### src/rtl/ps2_rx_fifo.sv
// PS/2 device-to-host receiver: pin sync, clock de-glitch, 11-bit deframing,
// inactivity timeout, and a first-word-fall-through scan-code FIFO.
module ps2_rx_fifo #(
    parameter int DEPTH_LOG2 = 3,
    parameter int FILTER_LEN = 4,
    parameter int TIMEOUT    = 5000,
    parameter int OVF_MODE   = 0
) (
    input  logic                  clk,
    input  logic                  rst,
    input  logic                  ps2_clk,
    input  logic                  ps2_data,
    input  logic                  rd_en,
    input  logic                  clr_err,
    output logic [7:0]            data,
    output logic                  valid,
    output logic [DEPTH_LOG2:0]   level,
    output logic                  overflow,
    output logic                  parity_err,
    output logic                  frame_err,
    output logic                  busy,
    output logic                  sampling
);

    localparam int DEPTH = 1 << DEPTH_LOG2;
    localparam int FL1   = FILTER_LEN - 1;
    localparam int TM1   = TIMEOUT - 1;
    localparam logic [3:0]  FLT_MAX = FL1[3:0];
    localparam logic [15:0] TMO_MAX = TM1[15:0];
    localparam logic [DEPTH_LOG2:0] LVL_FULL = DEPTH[DEPTH_LOG2:0];
    localparam bit OVW = (OVF_MODE != 0);

    localparam logic [1:0] S_IDLE   = 2'd0;
    localparam logic [1:0] S_DATA   = 2'd1;
    localparam logic [1:0] S_PARITY = 2'd2;
    localparam logic [1:0] S_STOP   = 2'd3;

    logic       r_clk_s1, r_clk_s2;
    logic       r_dat_s1, r_dat_s2;
    logic       r_fclk;
    logic [3:0] r_fcnt;
    logic       r_sampling;

    logic [1:0]  r_state;
    logic [2:0]  r_idx;
    logic [7:0]  r_shift;
    logic        r_par;
    logic [15:0] r_tcnt;

    logic [7:0]            r_mem [DEPTH];
    logic [DEPTH_LOG2-1:0] r_wr_ptr, r_rd_ptr;
    logic [DEPTH_LOG2:0]   r_level;
    logic                  r_ovf, r_perr, r_ferr;

    logic w_bit, w_tmo, w_stop, w_par_ok;
    logic w_push, w_perr_set, w_ferr_set;
    logic w_full, w_pop, w_ovf_set, w_wr;

    // Synchronisers and clock filter; sampling marks a filtered falling edge.
    always_ff @(posedge clk) begin
        if (rst) begin
            r_clk_s1   <= 1'b1;
            r_clk_s2   <= 1'b1;
            r_dat_s1   <= 1'b1;
            r_dat_s2   <= 1'b1;
            r_fclk     <= 1'b1;
            r_fcnt     <= '0;
            r_sampling <= 1'b0;
        end else begin
            r_clk_s1   <= ps2_clk;
            r_clk_s2   <= r_clk_s1;
            r_dat_s1   <= ps2_data;
            r_dat_s2   <= r_dat_s1;
            r_sampling <= 1'b0;
            if (r_clk_s2 == r_fclk) begin
                r_fcnt <= '0;
            end else if (r_fcnt == FLT_MAX) begin
                r_fcnt     <= '0;
                r_fclk     <= ~r_fclk;
                r_sampling <= r_fclk;
            end else begin
                r_fcnt <= r_fcnt + 4'd1;
            end
        end
    end

    assign w_bit    = r_dat_s2;
    assign w_tmo    = (r_state != S_IDLE) && (r_tcnt == TMO_MAX);
    assign w_stop   = r_sampling && !w_tmo && (r_state == S_STOP);
    assign w_par_ok = ^{r_shift, r_par};

    assign w_push     = w_stop && w_bit && w_par_ok;
    assign w_perr_set = w_stop && w_bit && !w_par_ok;
    assign w_ferr_set = (w_stop && !w_bit) || w_tmo;

    always_ff @(posedge clk) begin
        if (rst) begin
            r_state <= S_IDLE;
            r_idx   <= '0;
            r_shift <= '0;
            r_par   <= 1'b0;
            r_tcnt  <= '0;
        end else begin
            if (r_sampling || (r_state == S_IDLE) || w_tmo)
                r_tcnt <= '0;
            else
                r_tcnt <= r_tcnt + 16'd1;

            // Timeout beats a coincident strobe.
            if (w_tmo) begin
                r_state <= S_IDLE;
            end else if (r_sampling) begin
                unique case (r_state)
                    S_IDLE: begin
                        if (!w_bit) begin
                            r_state <= S_DATA;
                            r_idx   <= '0;
                        end
                    end
                    S_DATA: begin
                        r_shift[r_idx] <= w_bit;
                        r_idx          <= r_idx + 3'd1;
                        if (r_idx == 3'd7)
                            r_state <= S_PARITY;
                    end
                    S_PARITY: begin
                        r_par   <= w_bit;
                        r_state <= S_STOP;
                    end
                    S_STOP: r_state <= S_IDLE;
                    default: r_state <= S_IDLE;
                endcase
            end
        end
    end

    assign w_full    = (r_level == LVL_FULL);
    assign w_pop     = rd_en && (r_level != '0);
    assign w_ovf_set = w_push && w_full && !w_pop;
    assign w_wr      = w_push && (!w_full || w_pop || OVW);

    always_ff @(posedge clk) begin
        if (w_wr)
            r_mem[r_wr_ptr] <= r_shift;
    end

    always_ff @(posedge clk) begin
        if (rst) begin
            r_wr_ptr <= '0;
            r_rd_ptr <= '0;
            r_level  <= '0;
            r_ovf    <= 1'b0;
            r_perr   <= 1'b0;
            r_ferr   <= 1'b0;
        end else begin
            if (w_wr)
                r_wr_ptr <= r_wr_ptr + 1'b1;
            if (w_pop || (w_ovf_set && OVW))
                r_rd_ptr <= r_rd_ptr + 1'b1;
            if (w_push && !w_full && !w_pop)
                r_level <= r_level + 1'b1;
            else if (w_pop && !w_push)
                r_level <= r_level - 1'b1;

            // Set events win over a coincident clear.
            if (w_ovf_set)
                r_ovf <= 1'b1;
            else if (clr_err)
                r_ovf <= 1'b0;
            if (w_perr_set)
                r_perr <= 1'b1;
            else if (clr_err)
                r_perr <= 1'b0;
            if (w_ferr_set)
                r_ferr <= 1'b1;
            else if (clr_err)
                r_ferr <= 1'b0;
        end
    end

    assign data       = r_mem[r_rd_ptr];
    assign valid      = (r_level != '0);
    assign level      = r_level;
    assign overflow   = r_ovf;
    assign parity_err = r_perr;
    assign frame_err  = r_ferr;
    assign busy       = (r_state != S_IDLE);
    assign sampling   = r_sampling;

endmodule
### config.mk
export PLATFORM = sky130hd
export DESIGN_NAME = ps2_rx_fifo
export DESIGN_NICKNAME = d
export VERILOG_FILES = /design/src/rtl/ps2_rx_fifo.sv
export SDC_FILE = /design/constraint.sdc
export NUM_CORES = 1
export LEC_CHECK = 0
export ABC_AREA = 1
export CAP_MARGIN = 20
export CORE_ASPECT_RATIO = 1.1
export CORE_MARGIN = 2
export CORE_UTILIZATION = 60
export DETAILED_ROUTE_END_ITERATION = 12
export PLACE_DENSITY = 0.79
export SYNTH_ARGS = -nofsm -noshare
export SYNTH_HDL_FRONTEND = slang
export SYNTH_SLANG_ARGS = --single-unit
### constraint.sdc
create_clock -name clk -period 3.5 [get_ports clk]
set_input_delay 0.35 -clock clk [delete_from_list [all_inputs] [get_ports clk]]
set_output_delay 0.35 -clock clk [all_outputs]
set_load 0.01 [all_outputs]
Word-level counts from Yosys, hierarchy flattened
Memory sizes are Yosys's and may differ from the RTL's. A register that Yosys moved wholly into a read port is not among the register bits.
Index checks and enable logic that the tools add are counted.

storage, ports and cells
  output and inout bits = 18
  memories = 1
  bits of input ports = 6
  RAM bits = 64
  register bits after elaboration = 53
  word-level logic and storage cells = 103

memory list
  memory  depth  bits a word  read ports  clocked after Yosys merged registers in  wr ports  RTL line  source
  r_mem   8      8            1           1                                        1         50        logic [7:0] r_mem [DEPTH];

cells by class
  bitwise operators = 4
  add/sub/neg operators = 7
  magnitude comparators = 2
  reductions and logical operators = 43
  equality and inequality tests = 10
  mux-type cells = 18

operators by type and width
  cell                     number
  $add A16 B1 Y16 const B  1
  $eq A16 B13 Y1 const B   1
  $logic_and A1 B1 Y1      15
  $reduce_bool A2 Y1       6
  $add A3 B1 Y3 const B    3
  $mux W3                  3
  $reduce_and A3 Y1        3
  $reduce_xor A9 Y1        1
  $add A4 B1 Y4 const B    2
  $bwmux W8                1
  $mux W4                  2
  $pmux W2 S4              1
  $mux W1                  7
  $logic_not A1 Y1         6
  $pmux W3 S2              1
  $reduce_or A3 Y1         2
  $eq A2 B2 Y1 const B     2
  $eq A4 B2 Y1 const B     1
  $eq A4 B4 Y1 const B     1
  $logic_or A1 B1 Y1       4
  $lt A3 B4 Y1 const B     1
  $mux W2                  2
  $ne A2 B2 Y1 const B     2
  $not A1 Y1               4
  11 further kinds         12

Longest topological paths before layout
Gate-level depths: netlist of the first run.

  depth after elaboration = 11
  gate-level depth with buffers = 18
  gate-level depth less buffers = 18

Least setup slack after synthesis of the first run
OpenSTA, ideal clock, no wires.

  kind = register to register
  start point = reg r_state[0]
  end point = mem r_mem[1][0] (enable)
  required time = 3,117 ps
  stages on the path, launching flop included = 13
  buffers on the path = 0
  clock period less this slack = 2,412 ps
  data arrival time = 2,029 ps
  slack = 1,088 ps
  setup time = 383 ps
  cells stage by stage = dfxtp_1 > inv_1 > ha_1 > nor2_1 > nand2_1 > nor2_1 > nand2_2 > nand3_2 > nor2_4 > nand3b_4 > inv_1 > nand2_1 > nor3_1

between the ends
  longest elaborated chain between the ends = 10
  elaborated cells between the ends (all ways) = 11
  those cells by class = 1 x eq/ne; 2 x mux; 8 x reduce/logical

ends and longest elaborated chain
  what                                  RTL line  source
  start, declared                       44        logic [1:0] r_state;
  start signal, assigned                98        r_state <= S_IDLE;
  start signal, assigned                111       r_state <= S_IDLE;
  start signal, assigned                116       r_state <= S_DATA;
  $reduce_bool A2 Y1                    88        assign w_tmo = (r_state != S_IDLE) && (r_tcnt == TMO_MAX);
  $logic_and A1 B1 Y1                   88
  $logic_not A1 Y1                      89        assign w_stop = r_sampling && !w_tmo && (r_state == S_STOP);
  $logic_and A1 B1 Y1                   89
  $logic_and A1 B1 Y1 (*)               89
  $logic_and A1 B1 Y1 (*) (2 in a row)  92        assign w_push = w_stop && w_bit && w_par_ok;
  $logic_and A1 B1 Y1 (*)               140       assign w_wr = w_push && (!w_full || w_pop || OVW);
  $mux W1 (*)                           143       if (w_wr)
  $mux W1 (not written as such) (*)     144       r_mem[r_wr_ptr] <= r_shift;
  end, declared                         50

Every way passes the cells marked *; elsewhere a longest branch is shown, timed or not.

==> impl_metrics.toml, run 1 <==
[outcome]
status = "completed"

[finish]
layout_commonest_cell = "nor2_1"
final_cell_mix = "nor2_1, nand2_1, edfxtp_1"
stdcell_count = 709
insertedDiodeCount = 0
area_growth_pct = 19.0
finalInstanceArea_um2 = 6110
final_util_pct = 73.0
drive_above_1_share_pct = 9.70
nFillCells = 566
fin_nets = 605

[detailed_routing]
antenna_left = 0
via_per_inst = 5.51
remaining_drc_errors = 0
wl_per_cell_um = 15.3
routed_wirelength_mm = 10.9
drtIter0Drc = 241
firstDrtPassIters = 7
vias = 3910

[placed_design]
dpl_worst_slack_ns = 0.784
numPortBuffers = 23
dp_cells = 677
postPlaceCellArea_um2 = 5500
hpwl_mm = 6.81
place_congestion = 0.809

[worst_setup_path]
r2r_slack_ns = 0.75
critPathRequiredTime_ns = 3.15
start_kind = "flop"
crit_path_end_kind = "primary output"
path_max_fanout = 16
r2r_start = "r_state[0]$_SDFFE_PP0P_"
cp_slowest_stage_delay_ns = 0.58
worst-setup-path-type = "reg2out"
cp.depth = 6
crit_chain = "inv_1, o21ai_0, o22ai_1, nor2_1, a31oi_1, clkdlybuf4s50_1"
crit_family = "buffers and inverters"
rr_endpoint = "level[3]$_SDFFE_PP0P_"
crit_path_top_delay_cell = "clkdlybuf4s50_1"
reg2regPathDepth = 18
cp-endpoint = "data[0]"
cp.buffers_inverters = 2
cp.arrival_ns = 2.56

[synthesis]
synth.area.top_cells = "edfxtp_1, dfxtp_1, nor2_1, nand2_1, o21ai_0"
synth_nets = 569
synth.yosys.seq_area_share_pct = 59.3
ys_warn_count = 0
synth_cells = 549
ys_ff_latch = 120
synth_top_area_share_pct = 37.5
synth_area_leader_cell = "edfxtp_1"
avgSynthCellArea_um2 = 9.35
ys_types = 35
syn_area_um2 = 5130

[cts]
cts_tree = "done"
cts_setup_buffers = 0
clkSlewWorstSetupHoldPaths_ns = 0.06
clock-sinks = 120
post_cts_resize_count = 0
cts_root_buf = "clkbuf_8"
cts_hold_buffers = 0
clockBufferDepth = 2
cts_buffers = 17
worstSkewPairLatency_ns = 0.51
htree_levels = 4

[sta]
finalCritPeriodShare_pct = 83.1
tns_ns = 0
hold_viol_final = 0
relSlewSlack_pct = 44.7
setup_viol = 0
tightest_slew_ns = 0.827
finalCriticalPeriod_ns = 2.91
finalWorstSetupSlack_ns = 0.593
maxSlewViolCount = 0
rsz0062_at_grt = "no"
worst_hold_slack_ns = 0.410
finClkSkew_ns = 0.00822
clock.fmax_ghz = 0.344

[flow_run]
maxCapViolCount = 0

[power_and_ir_drop]
leakage_nw = 2.30
p_total_mw = 3.25
pwr_density_cell_nw_per_um2 = 533
ir_worst_vdd_mv = 0.383

[grt]
antenna_found_initial = 0
grt_pass1_vias = 3897
grt_pass1_wl_mm = 18.2
track_usage_pct = 25.4
grt_start_max_net_pins = 33
grt_overflow = 0

[floorplan]
num_rows = 35
start_util_pct = 61.3
fp.dieW_um = 92.2
ios = 24
dieArea_um2 = 9310
core_area_um2 = 8360
die_h_um = 101

[min_path]
min_path_type = "in2reg"
-- area by class of cell --
cell class              instances  area, um2  area share, %
flip-flops and latches        120       3040           49.8
clock inverters                15        193           3.16
clock buffers                  17        414           6.78
inverters                      53        199           3.26
repair buffers                 30        283           4.63
well taps                     111        139           2.27
multi-input cells             363       1840           30.1
-- state kept, by name (all words and copies together), names as in the netlist, 2 cells and up, named ones only --
signal,count
r_mem,64
r_tcnt,16
r_shift,8
level,4
r_fcnt,4
r_idx,3
r_rd_ptr,3
r_wr_ptr,3
r_state,2
-- power breakdown --
group	switching (mW)	internal, mW	leakage, nW
clock network	0.662	1.10	0.283
registers	0.00210	1.47	1.08
logic	0.0117	0.0103	0.932
-- cells by family (layout without fill, tap and decap cells) --
group           Yosys count  after routing  synth area share (%)
simple gates            235            235                  19.9
flops                   120            120                  59.3
compound gates          109            109                  11.4
buf+inv                  66            115                  4.93
fa+ha+maj                14             14                  3.56
xor+xnor                  5              5                 0.854
-- worst min-delay path by stage --
stage	from	to	slack [ns]	cells past startpoint
after floorplan	r_clk_s1$_SDFF_PP1_	r_clk_s2$_SDFF_PP1_	0.39	1
after global placement	r_dat_s1$_SDFF_PP1_	r_dat_s2$_SDFF_PP1_	0.39	1
after detailed placement	r_clk_s1$_SDFF_PP1_	r_clk_s2$_SDFF_PP1_	0.40	1
after CTS	ps2_clk	r_clk_s1$_SDFF_PP1_	0.40	2
after global routing	ps2_clk	r_clk_s1$_SDFF_PP1_	0.42	2
final	ps2_clk	r_clk_s1$_SDFF_PP1_	0.41	2
-- layer usage --
metal / GRT usage [%] / routed length (um) / part of all wire (%)
met4: 12.2 / 237 / 2.2
met5: 0 / 0 / 0
met2: 43.9 / 5610 / 52
met1: 29.9 / 4420 / 41
met3: 5.91 / 586 / 5.4
-- synthesized netlist by cell type --
cell type and n:
a21boi_0 1, a21oi_1 33, a21oi_2 1, a31oi_1 12, buf_2 1, buf_4 1
clkbuf_1 11, dfxtp_1 56, edfxtp_1 64, fa_1 1, ha_1 13, inv_1 52
inv_2 1, nand2_1 81, nand2_2 2, nand3_1 23, nand3_2 1, nand3b_4 1
nand4_1 4, nor2_1 106, nor2_4 1, nor3_1 2, nor3_2 4, nor3_4 1
nor3b_1 1, nor4_1 1, o211ai_1 2, o21a_1 1, o21ai_0 50, o21bai_1 1
o22ai_1 8, or2_2 6, or2_4 1, xnor2_1 3, xor2_1 2
-- worst register-to-register path, delay by kind of cell (launching register included) --
kind | cells | cell delay, ns
adders and majority gates | 2 | 0.69
buffers and inverters | 2 | 0.19
DFF | 1 | 0.34
AOI/OAI and AO/OA | 1 | 0.21
and+or+nand+nor | 13 | 1.22
No activity file was read; power rests on OpenSTA's default activity.
==> run 2, diff against run 1 <==
==> constraint.sdc (replaced) <==
create_clock -name clk -period 2.7 [get_ports clk]
set_input_delay 0.27 -clock clk [delete_from_list [all_inputs] [get_ports clk]]
set_output_delay 0.27 -clock clk [all_outputs]
set_load 0.01 [all_outputs]
==> run 2 against run 1 <==
  * Hold slack got worse by 0.091 ns
  * Via count grew 0.31%
  * Design area rose by 2.0%
  * Sequential power is 30% higher
  * First-iteration DRC count shrank 13%
  * Power up 25%
  * Clock skew rose by 0.0031 ns
  * Critical path depth stayed put
  * Highest routed layer unchanged
==> impl_metrics.toml, run 2 (synthesis gave the netlist of run 1 again) <==
[outcome]
status = "completed"

[sta]
finalCritPeriodShare_pct = 95.4
clock.fmax_ghz = 0.388
tightest_slew_ns = 0.535
tns_ns = 0
finalCriticalPeriod_ns = 2.58
maxSlewViolCount = 0
setup_viol = 0
finClkSkew_ns = 0.0113
hold_viol_final = 0
relSlewSlack_pct = 64.3

[grt]
grt_pass1_vias = 3775
antenna_found_initial = 0
grt_pass1_wl_mm = 17.4
grt_overflow = 0
grt_start_max_net_pins = 17
track_usage_pct = 24.4

[finish]
fin_nets = 620
largest_registers = "r_mem (64), r_tcnt (16), r_shift (8)"
final_cell_mix = "nor2_1, nand2_1, edfxtp_1"
area_growth_pct = 21.4
largest-register = "r_mem"
largest_reg_flops = 64
final_util_pct = 74.5
finalInstanceArea_um2 = 6230
layout_commonest_cell = "nor2_1"
insertedDiodeCount = 0
drive_above_1_share_pct = 13.2

[power_and_ir_drop]
pwr_density_cell_nw_per_um2 = 653
leakage_nw = 2.31
ir_worst_vdd_mv = 0.537

[cts]
clkSlewWorstSetupHoldPaths_ns = 0.05
clock-sinks = 120
htree_levels = 4
worstSkewPairLatency_ns = 0.52
cts_buffers = 17
cts_tree = "done"
cts_hold_buffers = 0
clockBufferDepth = 2
cts_root_buf = "clkbuf_8"

[detailed_routing]
drtIter0Drc = 209
remaining_drc_errors = 0
vias = 3922
routed_wirelength_mm = 10.6
wl_per_cell_um = 14.6
via_per_inst = 5.42
firstDrtPassIters = 5
antenna_left = 0

[worst_setup_path]
cp_slowest_stage_delay_ns = 0.57
critPathRequiredTime_ns = 2.43
crit_chain = "inv_1, buf_6, nor2_1, o21ai_0, a31oi_1, clkdlybuf4s50_1"
crit_path_end_kind = "primary output"
start_kind = "flop"
path_max_fanout = 16
cp.buffers_inverters = 3
worst-setup-path-type = "reg2out"
crit_path_top_delay_cell = "clkdlybuf4s50_1"
cp.arrival_ns = 2.31
crit_family = "buffers and inverters"

[min_path]
min_path_type = "in2reg"

[floorplan]
ios = 24
die_h_um = 101
fp.dieW_um = 92.2
num_rows = 35
dieArea_um2 = 9310
core_area_um2 = 8360
start_util_pct = 61.3

[placed_design]
numPortBuffers = 23
hpwl_mm = 6.63
place_congestion = 0.830
postPlaceCellArea_um2 = 5620

[flow_run]
maxCapViolCount = 0
-- run 2: worst paths after layout --
path,startpoint,to,slack [ns],cells after the start
worst max register to register,r_state[1]$_SDFFE_PP0P_,level[3]$_SDFFE_PP0P_,0.17,18
worst min register to register,r_clk_s1$_SDFF_PP1_,r_clk_s2$_SDFF_PP1_,0.42,1
worst max-delay path,flop,data[2],0.12,6
worst min-delay path,ps2_data,r_dat_s1$_SDFF_PP1_,0.32,2
-- run 2: metrics by stage --
step / worst slack (ns) / hold WS, ns / power [mW] / instances
after floorplan: 0.288 / 0.347 / 1.96 / 549
after global placement: 0.222 / 0.393 / 1.98 / 691
after detailed placement: -0.0294 / 0.393 / 1.98 / 691
after CTS: 0.0557 / 0.302 / 4.09 / 723
after global routing: -0.0117 / 0.310 / 4.18 / 724
final: 0.123 / 0.319 / 4.07 / 724
-- run 2: power breakdown --
group | switching, mW | internal (mW)
Combinational | 0.0153 | 0.0134
Clock | 0.818 | 1.31
Sequential | 0.00277 | 1.91
Total | 0.836 | 3.23
-- run 2: layout make-up --
class / count / area [um2]
multi-input cells: 363 / 1850
flip-flops and latches: 120 / 3050
clock buffers: 17 / 414
fillers: 558 / 2140
repair buffers: 45 / 419
well taps: 111 / 139
inverters: 53 / 199
clock inverters: 15 / 153
-- run 2: worst reg2reg max path, stage by stage, from the launching register on --
cell	delay [ns]
dfxtp_1	0.35
inv_2	0.11
ha_4	0.17
nor2_1	0.05
nand2_1	0.05
nor2_1	0.05
nand2_2	0.12
nand3_2	0.10
nor2_4	0.16
nand3_2	0.16
ha_1	0.36
nand2_1	0.08
nand2_1	0.04
a31oi_1	0.21
inv_1	0.09
nand2_1	0.10
nand3_1	0.09
nand2_1	0.08
nor2_1	0.04
-- run 2: metal layers --
| metal | vias up | global-route usage [%] | wire [um] |
|---|---|---|---|
| met1 | 1835 | 28.5 | 4450 |
| met2 | 114 | 42.8 | 5410 |
| met5 | - | 0 | 0 |
| li1 | 1957 | - | - |
| met4 | 0 | 9.64 | 188 |
| met3 | 16 | 6.81 | 529 |
-- run 2: repair_timing --
action / 4_1_cts / 5_1_grt
pin swaps: 0 / 1
hold endpoints to repair: 0 / 0
buffers inserted: 0 / 1
gates resized for setup: 4 / 11
endpoints found under the setup margin: 9 / 6
==> run 3, diff against run 2 <==
--- a/config.mk
+++ b/config.mk
@@ -8,9 +8,9 @@
 export ABC_AREA = 1
 export CAP_MARGIN = 20
 export CORE_ASPECT_RATIO = 1.1
-export CORE_MARGIN = 2
 export CORE_UTILIZATION = 60
 export DETAILED_ROUTE_END_ITERATION = 12
+export MAX_ROUTING_LAYER = met4
 export PLACE_DENSITY = 0.79
 export SYNTH_ARGS = -nofsm -noshare
 export SYNTH_HDL_FRONTEND = slang
==> run 3 against run 2 <==
  * Count of clock-buffer cells in the layout unchanged
  * Power increased by 6.2%
  * Clock skew increased by 0.0052 ns
  * Fmax decreased by 2.6%
  * Non-clock buffer count increased by 1
  * Register-to-register slack improved by 0.06 ns
  * First-iteration DRC count increased by 3.3%
  * Sequential share of layout area decreased by 0.55 points
  * Utilization increased by 1.1 points
  * Flip-flop and latch count unchanged
  * Hold slack got worse by 0.0060 ns
  * Routed wire length increased by 3.5%
  * Critical path type unchanged
==> impl_metrics.toml, run 3 (synthesis gave the netlist of run 1 again) <==
[detailed_routing]
routed_wirelength_mm = 10.9
antenna_left = 0
via_per_inst = 5.48
remaining_drc_errors = 0
drtIter0Drc = 216
wl_per_cell_um = 15.1
vias = 3972
firstDrtPassIters = 5

[sta]
tns_ns = 0
clock.fmax_ghz = 0.378
relSlewSlack_pct = 61.6
finClkSkew_ns = 0.0165
setup_viol = 0
hold_viol_final = 0
tightest_slew_ns = 0.576
maxSlewViolCount = 0
finalCriticalPeriod_ns = 2.65
finalCritPeriodShare_pct = 98.0

[cts]
worstSkewPairLatency_ns = 0.52
clkSlewWorstSetupHoldPaths_ns = 0.06
cts_hold_buffers = 0
cts_tree = "done"
clock-sinks = 120
cts_root_buf = "clkbuf_8"
cts_buffers = 17
clockBufferDepth = 2
htree_levels = 4

[finish]
largest_registers = "r_mem (64), r_tcnt (16), r_shift (8)"
seqCellArea_um2 = 3050
finalInstanceArea_um2 = 6290
multi_input_area_um2 = 1850
fin_nets = 621
largest_reg_flops = 64
largest-register = "r_mem"
area_growth_pct = 22.6
drive_above_1_share_pct = 13.2
final_cell_mix = "nor2_1, nand2_1, edfxtp_1"
insertedDiodeCount = 0
layout_commonest_cell = "nor2_1"
nFillCells = 549
final_util_pct = 75.6

[floorplan]
dieArea_um2 = 8930
core_area_um2 = 8320
fp.dieW_um = 90.2
die_h_um = 99.0
start_util_pct = 61.7
num_rows = 35
ios = 24

[outcome]
status = "completed"

[power_and_ir_drop]
leakage_nw = 2.35
pwr_density_cell_nw_per_um2 = 687
ir_worst_vdd_mv = 0.466

[min_path]
min_path_type = "in2reg"
worstHoldPathCells = 2

[worst_setup_path]
cp-endpoint = "data[6]"
reg2regPathDepth = 18
crit_family = "buffers and inverters"
rr_endpoint = "level[3]$_SDFFE_PP0P_"
start_kind = "flop"
worst-setup-path-type = "reg2out"
crit_path_end_kind = "primary output"
cp.depth = 6
path_max_fanout = 22
crit_chain = "buf_6, o21ai_0, o22ai_1, nor2_1, a31oi_2, clkdlybuf4s50_1"
r2r_slack_ns = 0.23
cp.buffers_inverters = 2
critPathRequiredTime_ns = 2.43
crit_path_top_delay_cell = "clkdlybuf4s50_1"
cp_slowest_stage_delay_ns = 0.57
cp.arrival_ns = 2.38
r2r_start = "r_state[1]$_SDFFE_PP0P_"

[grt]
antenna_found_initial = 0
grt_overflow = 0
grt_pass1_wl_mm = 18.0
grt_start_max_net_pins = 29
track_usage_pct = 26.8
grt_pass1_vias = 3960

[placed_design]
numPortBuffers = 23
hpwl_mm = 6.80
postPlaceCellArea_um2 = 5620
place_congestion = 0.832

[flow_run]
maxCapViolCount = 0
## run 3: cell count changes in the layout (fill, tap and decap cells not counted), sizes merged, moves of 2 or more
cell,before,now
bufinv,2,4
clkdlybuf4s50,20,22
clkinvlp,4,2
dlymetal6s2s,3,1
## run 3: area by class of cell
type | instances | share of cell area [%]
clock buffer | 17 | 6.59
clock inverter | 15 | 3.48
inverter | 53 | 3.16
multi-input combinational | 363 | 29.4
sequential | 120 | 48.4
tap | 111 | 2.21
timing repair buffer | 46 | 6.71
## run 3: per-stage QoR
step | worst slack, ns | hold slack [ns] | power (mW) | cells
after floorplan | 0.288 | 0.347 | 1.96 | 549
after global placement | 0.323 | 0.394 | 1.98 | 693
after detailed placement | 0.144 | 0.404 | 1.98 | 693
after CTS | 0.00882 | 0.307 | 4.34 | 725
after global routing | -0.0301 | 0.326 | 4.41 | 725
final | 0.0545 | 0.313 | 4.32 | 725
## run 3: how the worst min path moves through the flow
stage                              startpoint                  end  slack [ns]
after global routing                  ps2_clk  r_clk_s1$_SDFF_PP1_        0.33
after global placement    r_dat_s1$_SDFF_PP1_  r_dat_s2$_SDFF_PP1_        0.39
after floorplan                           rst  sampling$_SDFF_PP0_        0.35
after detailed placement  r_dat_s1$_SDFF_PP1_  r_dat_s2$_SDFF_PP1_        0.40
final                                ps2_data  r_dat_s1$_SDFF_PP1_        0.31
after CTS                            ps2_data  r_dat_s1$_SDFF_PP1_        0.31
## run 3: report_power, final
part | internal, mW | total, mW | switching (mW)
clock network | 1.52 | 2.38 | 0.860
logic | 0.0134 | 0.0287 | 0.0153
registers | 1.91 | 1.91 | 0.00276
## run 3: worst register-to-register path, stage by stage (launching register included)
cell and delay [ns]:
dfxtp_1 0.34, inv_1 0.12, ha_1 0.19, nor2_1 0.05, nand2_1 0.05, nor2_1 0.05
nand2_2 0.10, nand3_2 0.09, nor2_4 0.19, nand3_2 0.18, ha_1 0.36, nand2_1 0.07
nand2_1 0.04, a31oi_1 0.20, inv_1 0.06, nand2_1 0.09, nand3_1 0.09, nand2_1 0.08
nor2_1 0.04
## run 3: repair_timing
action / CTS / global route
gates resized for setup: 1 / 11
setup endpoints to repair: 2 / 6
gates cloned: 0 / 0
setup buffers: 0 / 0
## run 3: layer usage
metal	vias up	GRT usage, %	wire, um
li1	1963	-	-
met1	1869	30.7	4570
met2	119	44.7	5680
met3	21	5.86	495
met4	0	13.3	208
met5	-	-	0
